<file path="config.mk">
export PLATFORM = sky130hd
export DESIGN_NAME = mem_arbiter
export DESIGN_NICKNAME = d
export VERILOG_FILES = /design/src/rtl/mem_arbiter.sv
export SDC_FILE = /design/constraint.sdc
export NUM_CORES = 1
export LEC_CHECK = 0
export BUFFER_PORTS_ARGS = -buffer_cell sky130_fd_sc_hd__buf_4
export CAP_MARGIN = 5
export CORE_UTILIZATION = 42
export DETAILED_ROUTE_END_ITERATION = 12
export GPL_TIMING_DRIVEN = 0
export PLACE_DENSITY = 0.73
export SLEW_MARGIN = 20
export SYNTH_ARGS = -nofsm -noshare
export SYNTH_HDL_FRONTEND = slang
export SYNTH_SLANG_ARGS = --single-unit
</file>
<file path="constraint.sdc">
create_clock -name clk -period 1.8 [get_ports clk]
set_clock_uncertainty 0.1 [all_clocks]
set_input_delay 0.27 -clock clk [delete_from_list [all_inputs] [get_ports clk]]
set_output_delay 0.27 -clock clk [all_outputs]
set_load 0.01 [all_outputs]
</file>
<file path="src/rtl/mem_arbiter.sv">
// -----------------------------------------------------------------------------
// mem_arbiter
//
// Shares the single byte-addressed unified memory of the multicycle MIPS
// between the instruction-fetch requester (read-only) and the data
// load/store requester. One access is in flight at a time; each access is
// sequenced IDLE -> WAIT (WAIT_CYCLES+1 memory cycles) -> RESP (ack pulse).
// Ties between the two requesters are broken round-robin.
//
// Parameters
//   WAIT_CYCLES  extra access cycles after the first memory cycle (0 = single)
//   FETCH_FIRST  0: data wins the first tie after reset, 1: fetch wins it
//
// Ports
//   clk, rst_n        clock (rising edge), asynchronous active-low reset
//   i_req/i_adr       fetch request (held until i_ack) and byte address
//   i_ack/i_rdata     fetch complete pulse and registered fetch data
//   d_req/d_we/d_adr/d_wdata
//                     data request (held until d_ack), store flag,
//                     byte address, store data
//   d_ack/d_rdata     data complete pulse and registered load data
//   d_err             (MEM_ARB_ALIGN_CHK_EN only) misaligned data access
//   m_adr/m_din       memory address / write data, latched at grant
//   m_rd/m_wr         memory read / write enables
//   m_dout            memory read data (combinational from memory)
//
// Build option
//   MEM_ARB_ALIGN_CHK_EN  when defined, a granted data access whose address
//                         is not word aligned bypasses memory and completes
//                         with d_ack and d_err pulsing together.
// -----------------------------------------------------------------------------
module mem_arbiter #(
  parameter int WAIT_CYCLES = 1,
  parameter bit FETCH_FIRST = 1'b0
) (
  input  logic        clk,
  input  logic        rst_n,
  input  logic        i_req,
  input  logic [31:0] i_adr,
  output logic        i_ack,
  output logic [31:0] i_rdata,
  input  logic        d_req,
  input  logic        d_we,
  input  logic [31:0] d_adr,
  input  logic [31:0] d_wdata,
  output logic        d_ack,
  output logic [31:0] d_rdata,
`ifdef MEM_ARB_ALIGN_CHK_EN
  output logic        d_err,
`endif
  output logic [31:0] m_adr,
  output logic [31:0] m_din,
  output logic        m_rd,
  output logic        m_wr,
  input  logic [31:0] m_dout
);

  localparam int CNT_W = (WAIT_CYCLES < 1) ? 1 : $clog2(WAIT_CYCLES + 1);

  typedef enum logic [1:0] {
    ST_IDLE,
    ST_WAIT,
    ST_RESP
  } state_t;

  state_t           state_q, state_d;
  logic [CNT_W-1:0] cnt_q, cnt_d;
  logic             own_fetch_q, own_fetch_d;   // owner of the access in flight
  logic             we_q, we_d;                 // access in flight is a store
  logic             last_fetch_q, last_fetch_d; // fetch was granted most recently
  logic             grant;
  logic             grant_fetch;
  logic             capture;
`ifdef MEM_ARB_ALIGN_CHK_EN
  logic             err_q, err_d;
`endif

  // ---------------------------------------------------------------------------
  // Next-state and output decode
  // ---------------------------------------------------------------------------
  always_comb begin
    // NOTE: every signal assigned here gets a default first, so no path can
    // leave one unassigned and infer a latch.
    state_d      = state_q;
    cnt_d        = cnt_q;
    own_fetch_d  = own_fetch_q;
    we_d         = we_q;
    last_fetch_d = last_fetch_q;
    grant        = 1'b0;
    grant_fetch  = 1'b0;
    capture      = 1'b0;
    m_rd         = 1'b0;
    m_wr         = 1'b0;
    i_ack        = 1'b0;
    d_ack        = 1'b0;
`ifdef MEM_ARB_ALIGN_CHK_EN
    err_d        = err_q;
    d_err        = 1'b0;
`endif

    unique case (state_q)
      ST_IDLE: begin
        // Fetch wins when alone, or on a tie when data was granted last.
        grant_fetch = i_req && (!d_req || !last_fetch_q);
        if (i_req || d_req) begin
          grant        = 1'b1;
          own_fetch_d  = grant_fetch;
          we_d         = grant_fetch ? 1'b0 : d_we;
          last_fetch_d = grant_fetch;
          cnt_d        = CNT_W'(WAIT_CYCLES);
          state_d      = ST_WAIT;
`ifdef MEM_ARB_ALIGN_CHK_EN
          err_d        = 1'b0;
          if (!grant_fetch && (d_adr[1:0] != 2'b00)) begin
            // Misaligned data access never touches memory.
            err_d   = 1'b1;
            state_d = ST_RESP;
          end
`endif
        end
      end

      ST_WAIT: begin
        m_rd = !we_q;
        // The write strobe is confined to the last wait cycle so a reset
        // earlier in the access aborts the store without touching memory.
        m_wr = we_q && (cnt_q == '0);
        if (cnt_q == '0) begin
          capture = !we_q;
          state_d = ST_RESP;
        end else begin
          cnt_d = cnt_q - 1'b1;
        end
      end

      ST_RESP: begin
        i_ack   = own_fetch_q;
        d_ack   = !own_fetch_q;
`ifdef MEM_ARB_ALIGN_CHK_EN
        d_err   = !own_fetch_q && err_q;
`endif
        state_d = ST_IDLE;
      end

      default: state_d = ST_IDLE;
    endcase
  end

  // ---------------------------------------------------------------------------
  // State and datapath registers
  // ---------------------------------------------------------------------------
  always_ff @(posedge clk or negedge rst_n) begin
    if (!rst_n) begin
      state_q      <= ST_IDLE;
      cnt_q        <= '0;
      own_fetch_q  <= 1'b0;
      we_q         <= 1'b0;
      // Pretend the "other" side won last so the first tie goes to FETCH_FIRST.
      last_fetch_q <= ~FETCH_FIRST;
      m_adr        <= '0;
      m_din        <= '0;
      i_rdata      <= '0;
      d_rdata      <= '0;
`ifdef MEM_ARB_ALIGN_CHK_EN
      err_q        <= 1'b0;
`endif
    end else begin
      // NOTE: sequential state uses non-blocking assignments so every register
      // samples the pre-edge values regardless of statement order.
      state_q      <= state_d;
      cnt_q        <= cnt_d;
      own_fetch_q  <= own_fetch_d;
      we_q         <= we_d;
      last_fetch_q <= last_fetch_d;
`ifdef MEM_ARB_ALIGN_CHK_EN
      err_q        <= err_d;
`endif
      if (grant) begin
        m_adr <= grant_fetch ? i_adr : d_adr;
        if (!grant_fetch) begin
          m_din <= d_wdata;
        end
      end
      if (capture) begin
        if (own_fetch_q) begin
          i_rdata <= m_dout;
        end else begin
          d_rdata <= m_dout;
        end
      end
    end
  end

endmodule

</file>
==> results by group <==
Synthesis
  • Flops & latches, synth: around 130
  • Syn Inst Count: 405
  • Cell Area, Synth: 5590 um^2
  • Area leader, netlist: dfrtp_1
  • Top post-synthesis cells by area: dfrtp_1, mux2_4, mux2_2
  • Register area share after synthesis: ~60%
  • Yosys warnings: 0
  • Async set or reset register ratio after synthesis: 100%
  • Yosys cell types: 30
  • Syn nets: 538
  • Post-synth EDFFs: 0
  • Main synth FF type: dfrtp_1
  • Share of the synthesized area in the top cell type: 59.5%
  • Syn Area/Cell: 13.8 um^2

CTS
  • Num CTS Buffers: 17
  • Max Buffers Root-to-Sink: 2
  • Worst-Skew Late Latency: approximately 0.41 ns
  • CTS tree: built
  • H-tree levels: 4
  • Root Buffer: clkbuf_16
  • Clk pin slew, worst setup/hold paths: 0.05 ns
  • Clock tree sinks: 134

Final layout
  • Seq. cell area: between 3000 and 4000 um^2
  • Final std cells w/o fill: 950
  • Nets: 900
  • Core Util, Final: a little under three quarters
  • Total inserted antenna cells: 0
  • Design Area, Final: 9210 um^2
  • Multi-input logic area: between 2000 and 2500 um^2
  • Synth-to-Final Area Change: 64.8%
  • Share of post-route cells with drive strength above 1: between 50% and 60%
  • FILL cells: 888

Detailed routing
  • DRC Markers: 0
  • 1st-pass router iterations: 5
  • Routed Antenna Nets: 0
  • Drt initial violations: 249
  • Detailed-route wire length per cell: 18.3 um
  • Vias per cell: 4.90
  • Vias: 4,657
  • Final WL: around 17,000 um

Power and ir drop
  • VDD IR max: 0.000890 V
  • Power share of the sequential group: 33.3%
  • Design Power: 17.0 mW
  • PD cells: roughly 1800 nW/um^2
  • Sw Ratio: 33.3%
  • Combinational share of power: 46.0%
  • Sw Pwr: 5.65 mW
  • Leak Pwr: between 4 and 5 nW
  • Clock share of power: around a fifth
  • Int Pwr: around 11 mW

Place
  • RePlAce Congestion: between 0.8 and 0.9
  • Placed cell count: 842
  • Post-DP HPWL: 11,200 um
  • Area after DPL: 7820 um^2
  • PortBufs: 264
  • Place WS: -0.126 ns

GRT
  • Vias in the first global route: 4,999
  • Largest net degree at the start of global routing: 73
  • First-pass GRT wire length: 27,300 um
  • Grt total ovfl: 0
  • Overall Global Routing Usage: around a quarter
  • Antenna violations before repair: 0

Worst setup path
  • Crit. End Element: primary output
  • Reg2reg start: state_q[1]
  • Crit. Startpoint: state_q[1]
  • CP Class: reg -> out
  • WP data arrival: 1.40 ns
  • Crit path max fanout: 4
  • CP Launch Type: flop
  • Worst Path Required: 1.43 ns

Timing
  • PnR worst setup slack: 0.0315 ns
  • Final slew viol count: 0
  • RSZ-0062 raised after global routing: yes
  • Setup-failing EPs final: 0
  • Hold slack: 0.0155 ns
  • Fmax: 565 MHz
  • Setup TNS: 0 ns
  • Final hold violation count: 0
  • Final Cycle Share: 98.2%
  • Slew headroom: about two thirds
  • Min cycle time layout: around 1.8 ns
  • Worst Tran Pin Value: 0.493 ns

Min path
  • Min-delay src: d_adr[22]
  • Worst min-delay path class: in -> reg

Die
  • Rows: 41
  • Initial core utilization: roughly 44%
  • Chip width: 117 um
  • Total die area: 13,800 um^2
  • Core Box Area: between 10,000 and 15,000 um^2
  • Io pins: 265
  • Die H: 117 um

Run status
  • Outcome: finished, final reports clean

Run
  • Max-Cap Viols: 0
==> synth_stat cells, types with 4 or more instances <==
cell type  count
mux2_4        65
dfrtp_1      133
nor2_1        33
buf_2          6
mux2_2        31
o21ai_1       19
buf_6          5
nand2_1       39
a21oi_1       40
o21ai_0        6
buf_4          4
==> cell usage in the layout, fill, tap and decap left out, types with 4 or more instances in the layout <==
cell and count:
buf_4 270, dfrtp_1 132, dlygate4sd3_1 73, mux2_4 65, a21oi_1 40, nand2_1 39
nor2_1 33, mux2_2 31, o21ai_1 19, clkbuf_16 17, buf_2 7, buf_6 7
o21ai_0 6, buf_8 4, clkinv_2 4
==> power by group through the flow <==
stage               registers (mW)  logic, mW  clock network, mW
floorplan                     6.13       3.37                  0
global placement              5.47       7.31                  0
detailed placement            5.59       7.46                  0
CTS                           5.58       7.68               3.56
global route                  5.81       8.29               3.72
finish                        5.65       7.79               3.51
==> cell type report <==
class                           instances  area share, %
Buffer                                 22           1.94
Clock buffer                           21           5.11
Clock inverter                          9           1.37
Inverter                                1         0.0407
Multi-Input combinational cell        248           22.5
Sequential cell                       134           36.4
Tap cell                              172           2.34
Timing Repair Buffer                  343           30.3
==> worst max-delay path, stage by stage, from the launching register on <==
cell and delay (ns):
dfrtp_1 0.43, nand2b_4 0.20, nor2_4 0.11, and2_4 0.15, buf_6 0.10
==> flip-flops by register name, indices dropped and copies added, names as in the netlist <==
name          cells
m_adr            32
own_fetch_q       1
state_q           2
i_rdata          32
last_fetch_q      1
we_q              1
cnt_q             1
m_din            32
d_rdata          32
==> metal layers <==
metal | GRT usage [%] | vias up | routed length [um]
met5 | 0 | - | 0
met4 | 8.69 | 0 | 273
met3 | 8.27 | 21 | 1250
met2 | 46.1 | 222 | 9150
met1 | 29.3 | 2298 | 6710
li1 | - | 2116 | -
==> path summary, 6_finish.rpt <==
kind                                     end  slack, ns  depth (start not counted)
worst max-delay path                    m_wr       0.03                          4
worst min register to register  last_fetch_q       0.37                          2
worst min-delay path               m_adr[22]       0.02                          3
worst max register to register     m_din[26]       0.08                          5
min in group asynchronous        d_rdata[31]       0.28                          2
max in group asynchronous       last_fetch_q       0.54                          3
==> logic make-up after synthesis <==
family          Yosys count  share of synthesized area, %
buf+inv                  23                          3.22
mux                      96                          23.7
simple gates             84                          6.82
flops                   134                          60.0
compound gates           68                          6.27
==> repair_timing <==
item | CTS | global route
buffers inserted | 2 | 3
resized for setup | 4 | 6
setup endpoints to repair | 71 | 30
endpoints found under the hold margin | 161 | 1
pin swaps | 1 | 1
hold buffers | 72 | 1
(Power assumes the default switching activity.)
